## src/rtl/ex_muldiv_unit_pkg.sv

```systemverilog
// Shared types for the execute-stage multiply/divide unit: operation and state
// encodings plus the {high, low} result layout at the default operand width.
package muldiv_params;

   localparam int MULDIV_DATA_WIDTH = 32;
   localparam int MULDIV_MUL_STAGES = 2;

   typedef enum logic {
      MULDIV_MUL,
      MULDIV_DIV
   } MuldivOperation;

   typedef enum logic [1:0] {
      MULDIV_IDLE,
      MULDIV_BUSY_MUL,
      MULDIV_BUSY_DIV,
      MULDIV_DONE
   } MuldivState;

   typedef struct packed {
      logic [MULDIV_DATA_WIDTH-1:0] high;
      logic [MULDIV_DATA_WIDTH-1:0] low;
   } MuldivResultData;

endpackage

```

## src/rtl/ex_muldiv_unit_divide_iterate_core.sv

```systemverilog
// Restoring radix-2 divider on unsigned magnitudes. A start pulse loads the
// operands and iteration count; done is high whenever no iteration is pending.
module divide_iterate_core #(
   parameter int W  = 32,
   parameter int CW = $clog2(W + 1)
) (
   input  logic          clock,
   input  logic          reset_n,
   input  logic          start,
   input  logic [W-1:0]  dividend,
   input  logic [W-1:0]  divisor,
   input  logic [CW-1:0] iterations,
   output logic [W-1:0]  quotient,
   output logic [W-1:0]  remainder,
   output logic          done
);

   logic [W-1:0]  rem_q;
   logic [W-1:0]  quo_q;
   logic [W-1:0]  div_q;
   logic [CW-1:0] cnt_q;
   logic [W:0]    shifted;
   logic [W:0]    trial;
   logic [W-1:0]  rem_next;
   logic          quo_bit;

   // One iteration: shift the next dividend bit into the partial remainder and
   // keep the subtraction only when it does not go negative.
   always_comb begin
      shifted  = {rem_q, quo_q[W-1]};
      trial    = shifted - {1'b0, div_q};
      quo_bit  = ~trial[W];
      rem_next = quo_bit ? trial[W-1:0] : shifted[W-1:0];
   end

   always_ff @(posedge clock or negedge reset_n) begin
      if (!reset_n) begin
         rem_q <= '0;
         quo_q <= '0;
         div_q <= '0;
         cnt_q <= '0;
      end else if (start) begin
         rem_q <= '0;
         quo_q <= dividend;
         div_q <= divisor;
         cnt_q <= iterations;
      end else if (cnt_q != '0) begin
         rem_q <= rem_next;
         quo_q <= {quo_q[W-2:0], quo_bit};
         cnt_q <= cnt_q - CW'(1);
      end
   end

   assign quotient  = quo_q;
   assign remainder = rem_q;
   assign done      = (cnt_q == '0);

endmodule

```

## src/rtl/ex_muldiv_unit.sv

```systemverilog
// Execute-stage multiply/divide engine with held {high, low} response.
// Define MULDIV_DIV_EARLY_EN to let the divider skip leading zeros of |dividend|.
module ex_muldiv_unit
   import muldiv_params::*;
#(
   parameter int DATA_WIDTH = 32,
   parameter int MUL_STAGES = 2
) (
   input  logic                  clock,
   input  logic                  reset_n,
   input  logic                  request_valid,
   output logic                  request_ready,
   input  MuldivOperation        request_op,
   input  logic                  request_signed,
   input  logic [DATA_WIDTH-1:0] operand1,
   input  logic [DATA_WIDTH-1:0] operand2,
   input  logic                  flush,
   output logic                  response_valid,
   input  logic                  response_ready,
   output logic [DATA_WIDTH-1:0] response_high,
   output logic [DATA_WIDTH-1:0] response_low,
   output logic                  busy,
   output MuldivState            debug_state
);

   // Handshakes: a request transfers on an edge where request_valid and
   // request_ready are both high; a response transfers on an edge where
   // response_valid and response_ready are both high and flush is low.
   localparam int W   = DATA_WIDTH;
   localparam int CW  = $clog2(W + 1);
   localparam int MCW = (MUL_STAGES > 1) ? $clog2(MUL_STAGES) : 1;
   localparam logic [W-1:0] MIN_VAL = {1'b1, {(W-1){1'b0}}};

   typedef struct packed {
      logic [W-1:0] high;
      logic [W-1:0] low;
   } result_t;

   MuldivState     state_q;
   result_t        result_q;
   result_t        div_result;
   logic [2*W-1:0] mul_pipe_q [MUL_STAGES];
   logic [2*W-1:0] product;
   logic [MCW-1:0] mul_cnt_q;
   logic           accept;
   logic           start_div;
   logic           op1_neg;
   logic           op2_neg;
   logic [W-1:0]   op1_mag;
   logic [W-1:0]   op2_mag;
   logic [CW-1:0]  div_iters;
   logic [W-1:0]   div_dividend;
   logic           q_neg_q;
   logic           r_neg_q;
   logic           div_zero_q;
   logic           overflow_q;
   logic [W-1:0]   dividend_q;
   logic [W-1:0]   core_quotient;
   logic [W-1:0]   core_remainder;
   logic           core_done;

   assign request_ready = (state_q == MULDIV_IDLE) && !flush;
   assign accept        = request_valid && request_ready;
   assign start_div     = accept && (request_op == MULDIV_DIV);
   assign busy          = (state_q != MULDIV_IDLE);
   assign debug_state   = state_q;
   assign response_high = result_q.high;
   assign response_low  = result_q.low;

   // Sign-extending to 2W makes a single unsigned multiply give both products.
   always_comb begin
      op1_neg = request_signed & operand1[W-1];
      op2_neg = request_signed & operand2[W-1];
      op1_mag = op1_neg ? (~operand1 + W'(1)) : operand1;
      op2_mag = op2_neg ? (~operand2 + W'(1)) : operand2;
      product = {{W{op1_neg}}, operand1} * {{W{op2_neg}}, operand2};
   end

`ifdef MULDIV_DIV_EARLY_EN
   logic [CW-1:0] sig_bits;

   function automatic logic [CW-1:0] lead_zeros(input logic [W-1:0] v);
      lead_zeros = CW'(W);
      for (int i = 0; i < W; i++) begin
         if (v[i]) lead_zeros = CW'(W - 1 - i);
      end
   endfunction

   // Pre-align the dividend so only its significant bits are iterated.
   always_comb begin
      sig_bits     = CW'(W) - lead_zeros(op1_mag);
      div_iters    = (operand2 == '0 || sig_bits == '0) ? CW'(1) : sig_bits;
      div_dividend = op1_mag << (CW'(W) - div_iters);
   end
`else
   assign div_iters    = CW'(W);
   assign div_dividend = op1_mag;
`endif

   divide_iterate_core #(
      .W  (W),
      .CW (CW)
   ) u_divide_core (
      .clock      (clock),
      .reset_n    (reset_n),
      .start      (start_div),
      .dividend   (div_dividend),
      .divisor    (op2_mag),
      .iterations (div_iters),
      .quotient   (core_quotient),
      .remainder  (core_remainder),
      .done       (core_done)
   );

   // Sign correction; zero divisor and MIN/-1 override the magnitude result.
   always_comb begin
      div_result.low  = q_neg_q ? (~core_quotient + W'(1)) : core_quotient;
      div_result.high = r_neg_q ? (~core_remainder + W'(1)) : core_remainder;
      if (overflow_q) begin
         div_result.low  = MIN_VAL;
         div_result.high = '0;
      end
      if (div_zero_q) begin
         div_result.low  = '1;
         div_result.high = dividend_q;
      end
   end

   always_ff @(posedge clock or negedge reset_n) begin
      if (!reset_n) begin
         for (int i = 0; i < MUL_STAGES; i++) mul_pipe_q[i] <= '0;
      end else begin
         if (accept && request_op == MULDIV_MUL) mul_pipe_q[0] <= product;
         for (int i = 1; i < MUL_STAGES; i++) mul_pipe_q[i] <= mul_pipe_q[i-1];
      end
   end

   always_ff @(posedge clock or negedge reset_n) begin
      if (!reset_n) begin
         state_q        <= MULDIV_IDLE;
         response_valid <= 1'b0;
         result_q       <= '0;
         mul_cnt_q      <= '0;
         q_neg_q        <= 1'b0;
         r_neg_q        <= 1'b0;
         div_zero_q     <= 1'b0;
         overflow_q     <= 1'b0;
         dividend_q     <= '0;
      end else if (flush) begin
         state_q        <= MULDIV_IDLE;
         response_valid <= 1'b0;
         mul_cnt_q      <= '0;
      end else begin
         case (state_q)
            MULDIV_IDLE: begin
               if (accept) begin
                  mul_cnt_q  <= '0;
                  dividend_q <= operand1;
                  div_zero_q <= (operand2 == '0);
                  overflow_q <= request_signed && (operand1 == MIN_VAL) && (operand2 == '1);
                  q_neg_q    <= op1_neg ^ op2_neg;
                  r_neg_q    <= op1_neg;
                  state_q    <= (request_op == MULDIV_MUL) ? MULDIV_BUSY_MUL : MULDIV_BUSY_DIV;
               end
            end
            MULDIV_BUSY_MUL: begin
               if (mul_cnt_q == MCW'(MUL_STAGES - 1)) begin
                  result_q       <= mul_pipe_q[MUL_STAGES-1];
                  response_valid <= 1'b1;
                  state_q        <= MULDIV_DONE;
               end else begin
                  mul_cnt_q <= mul_cnt_q + MCW'(1);
               end
            end
            MULDIV_BUSY_DIV: begin
               if (core_done) begin
                  result_q       <= div_result;
                  response_valid <= 1'b1;
                  state_q        <= MULDIV_DONE;
               end
            end
            MULDIV_DONE: begin
               if (response_ready) begin
                  response_valid <= 1'b0;
                  state_q        <= MULDIV_IDLE;
               end
            end
            default: state_q <= MULDIV_IDLE;
         endcase
      end
   end

endmodule

```

## config.mk

```make
export PLATFORM = sky130hd
export DESIGN_NAME = ex_muldiv_unit
export DESIGN_NICKNAME = d
export VERILOG_FILES = /design/src/rtl/ex_muldiv_unit_pkg.sv /design/src/rtl/ex_muldiv_unit_divide_iterate_core.sv /design/src/rtl/ex_muldiv_unit.sv
export SDC_FILE = /design/constraint.sdc
export NUM_CORES = 2
export LEC_CHECK = 0
export ABC_AREA = 0
export CAP_MARGIN = 20
export CORE_MARGIN = 2
export CORE_UTILIZATION = 50
export DETAILED_ROUTE_END_ITERATION = 10
export GPL_TIMING_DRIVEN = 0
export PLACE_DENSITY_LB_ADDON = 0.08
export SYNTH_ARGS = -nofsm -noshare
export SYNTH_HDL_FRONTEND = slang
export SYNTH_SLANG_ARGS = --single-unit
```

## constraint.sdc

```tcl
create_clock -name clock -period 4 [get_ports clock]
set_input_delay 0.8 -clock clock [delete_from_list [all_inputs] [get_ports clock]]
set_output_delay 0.8 -clock clock [all_outputs]
set_load 0.005 [all_outputs]
```

==> flow_metrics.tcl <==
set metrics [dict create \
    synth_top_family_by_area "adder cells" \
    grtUsageTotal 0.428 \
    layout_commonest_cell "sky130_fd_sc_hd__nand2_1" \
    timing.final.setup_violations 59 \
    outcome "complete, but fails checks" \
    start_util 0.503 \
    post-route-period-util 2.05 \
    grt_first_pass_wirelength_um 340000 \
    syn-instance-count 6219 \
    fillCellCount 9810 \
    post-route-util 0.612 \
    drt_iter0_markers 3891 \
    postRouteWirelength_um 239000 \
    minimum_setup_slack_in_the_final_design_ns -4.19 \
    timing.setup.tns_ns -177.75 \
    hp-class "input port to async pin" \
    placement.cell_area_um2 60700 \
    synth_seq_cells 334 \
    worst_setup_path_start_kind "input port" \
    cp.arrival_ns 8.69 \
    yosysUniqueCellTypes 71 \
    period_needed_ns 8.19 \
    max_cap_viol_count 0 \
    cts_hold_buf 0 \
    ctsRootBufferMaster "sky130_fd_sc_hd__clkbuf_16" \
    mappedNetlistNets 7672 \
    most-common-layout-cells "1097 x sky130_fd_sc_hd__nand2_1, 1073 x sky130_fd_sc_hd__inv_1, 1036 x sky130_fd_sc_hd__fa_1" \
    crit_top_cell "sky130_fd_sc_hd__fa_1" \
    final_max_tran_viols 0 \
    end_kind "flop" \
    sequential_cell_area_um2 8360 \
    finalHoldViolCount 0 \
    fin_nets 8056 \
    yosys.area_share.simple 0.157 \
    drt_pass1_iterations 6 \
    route.vias.total 46900 \
    rsz0062_at_grt "true" \
    clock_insertion_delay_worst_skew_ns 0.57 \
    numClockSinks 334 \
    critPathRequiredTime_ns 4.50 \
    synth-adder-area-share 0.464 \
    synth_xor_area_frac 0.0341 \
    placeable_core_area_um2 110000 \
    initial_antenna_violation_count 21 \
    multi_input_comb_area_um2 43600 \
    synth.area.mux_share 0.00343 \
    syn_warnings 0 \
    gr-total-overflow 0 \
    synth-seq-area-share 0.151 \
    core.rowCount 122 \
    timing.setup.critical_path_class "input port to flop" \
    synth_area_um2 55500 \
    crit_slowest_cell "sky130_fd_sc_hd__fa_2" \
    worstMarginPinSlew_ns 1.13 \
    drtAntennaViolNets 0 \
    tritoncts "yes" \
    routed_via_density 5.77 \
    maxClockFrequency_mhz 122 \
    layout-drive-gt1-share 0.170 \
    clk_pin_slew_worst_paths_ns 0.06 \
    synth_compound_area_frac 0.0841 \
    async_reset_ff_frac 1.00 \
    via_count_of_the_first_global_routing_pass 48300 \
    die_width_um 337 \
    routabilityCongestion 1.03 \
    number_of_i_o_port_buffers 95 \
    die_height_um 337 \
    slew_headroom 0.247 \
    h-tree-depth 2 \
    crit_path_max_incr_delay_ns 0.61 \
    detail_route.drc_violations 0 \
    die_area_um2 114000 \
    detail_route.wl_per_cell_um 29.4 \
    synthToLayoutAreaGrowth_pct 21.8 \
    floorplan.io_pins 140 \
    place.detailed.hpwl_um 190000 \
    maximum_number_of_pins_on_one_net_before_global_route_repair 115 \
    synth-edff-count 0 \
    max-clock-path-buffers 3 \
    layout.cell_area.non_filler_um2 67600 \
    failing_checks "negative setup slack" \
    fin_skew_ns 0.0192 \
    timing.critical_path.fanout_max 10 \
    numCtsBuffers 35 \
    avgSynthCellArea_um2 8.92 \
    dominantRegCellSynth "sky130_fd_sc_hd__dfrtp_1" \
]
-- sequential cells by signal, summed over array words and instances, names as in the netlist --
name,cells
response_valid,1
u_divide_core.quotient,32
div_zero_q,1
overflow_q,1
u_divide_core.div_q,32
dividend_q,32
mul_pipe_q,128
u_divide_core.cnt_q,6
q_neg_q,1
response_low,32
mul_cnt_q,1
u_divide_core.remainder,32
response_high,32
debug_state,2
r_neg_q,1
-- synthesized netlist by cell type, drive strengths merged (10+ instances only) --
| cell | n | area [µm²] |
|---|---|---|
| a21o | 43 | 323 |
| o21bai | 14 | 105 |
| nand2b | 24 | 150 |
| nand3 | 35 | 175 |
| a22oi | 14 | 105 |
| a211oi | 25 | 188 |
| o31ai | 33 | 248 |
| nand4 | 21 | 131 |
| ha | 256 | 3200 |
| xnor2 | 132 | 1160 |
| inv | 1164 | 4370 |
| o21a | 15 | 113 |
| o211ai | 38 | 290 |
| fa | 1126 | 22500 |
| o21ai | 254 | 1270 |
| and3 | 30 | 188 |
| nor4 | 21 | 146 |
| clkbuf | 333 | 1250 |
| nand2 | 1130 | 4240 |
| mux2i | 10 | 100 |
| nor3 | 49 | 245 |
| a21oi | 189 | 946 |
| dfrtp | 334 | 8360 |
| o22ai | 19 | 119 |
| a31oi | 47 | 294 |
| nor2 | 210 | 788 |
| and2 | 348 | 2180 |
| or3 | 18 | 123 |
| xor2 | 84 | 736 |
| buf | 71 | 275 |
| o41ai | 18 | 173 |
-- worst max-delay path: cells and delay by family --
family,cells,cell delay [ns]
buffers and inverters,8,0.95
adder cells (fa/ha/maj),9,4.40
AND/OR/NAND/NOR,3,0.60
AO/OA/AOI/OAI,9,1.87
-- metrics by stage --
stage	setup WS, ns	hold WS, ns	instances
6_report	-4.19	0.0396	8127
5_1_grt	-4.29	0.0453	8117
4_1_cts	-4.11	0.0382	8017
3_5_place_dp	-6.83	0.360	7807
3_3_place_gp	-12.84	0.357	7802
2_1_floorplan	-4.03	0.349	6219
-- kinds of logic (layout without fill, tap and decap cells) --
kind of cell             count (synthesis)  count (layout)
multiplexers                            18              18
XOR/XNOR                               216             216
AO/OA/AOI/OAI                          765             765
AND/OR/NAND/NOR                       1933            1933
buffers and inverters                 1571            1981
adder cells (fa/ha/maj)               1382            1382
other                                    0              10
flip-flops                             334             334
-- cell type report --
cell class / instances / share of cell area
multi-input combinational: 4314 / 0.645
sequential: 334 / 0.124
inverter: 1167 / 0.0656
buffer: 372 / 0.0636
timing repair buffer: 379 / 0.0554
tap: 1488 / 0.0276
clock buffer: 51 / 0.0152
clock inverter: 12 / 0.00339
antenna: 10 / 0.000370
-- path summary, 6_finish.rpt --
path / start / end / slack [ns] / cells past startpoint
setup / recovery: operand2[31] / mul_pipe_q[127]$_DFFE_PN0P_ / -4.19 / 29
hold / removal: reset_n / u_divide_core.remainder[9]$_DFFE_PN0P_ / 0.04 / 1
setup reg to reg: u_divide_core.quotient[31]$_DFFE_PN0P_ / u_divide_core.remainder[26]$_DFFE_PN0P_ / -0.05 / 14
hold reg to reg: mul_pipe_q[108]$_DFFE_PN0P_ / mul_pipe_q[44]$_DFF_PN0_ / 0.37 / 0
max in group asynchronous: reset_n / mul_pipe_q[116]$_DFFE_PN0P_ / 2.11 / 4
min in group clock: mul_pipe_q[108]$_DFFE_PN0P_ / mul_pipe_q[44]$_DFF_PN0_ / 0.37 / 0
-- what timing repair did --
action,4_1_cts,5_1_grt
endpoints found under the hold margin,0,0
gates cloned,1,2
setup endpoints to repair,93,93
resized for setup,621,493
setup buffers,158,120
pin swaps,143,267
-- routing by layer --
metal  track usage  wire (µm)
met1         0.516      87000
met2         0.655     105000
met3         0.128      24600
met4         0.304      21500
met5       0.00979        317
Power is left out: the tool's default activity adds up to more than one toggle a clock period on the data nets, which glitch-free logic cannot reach.
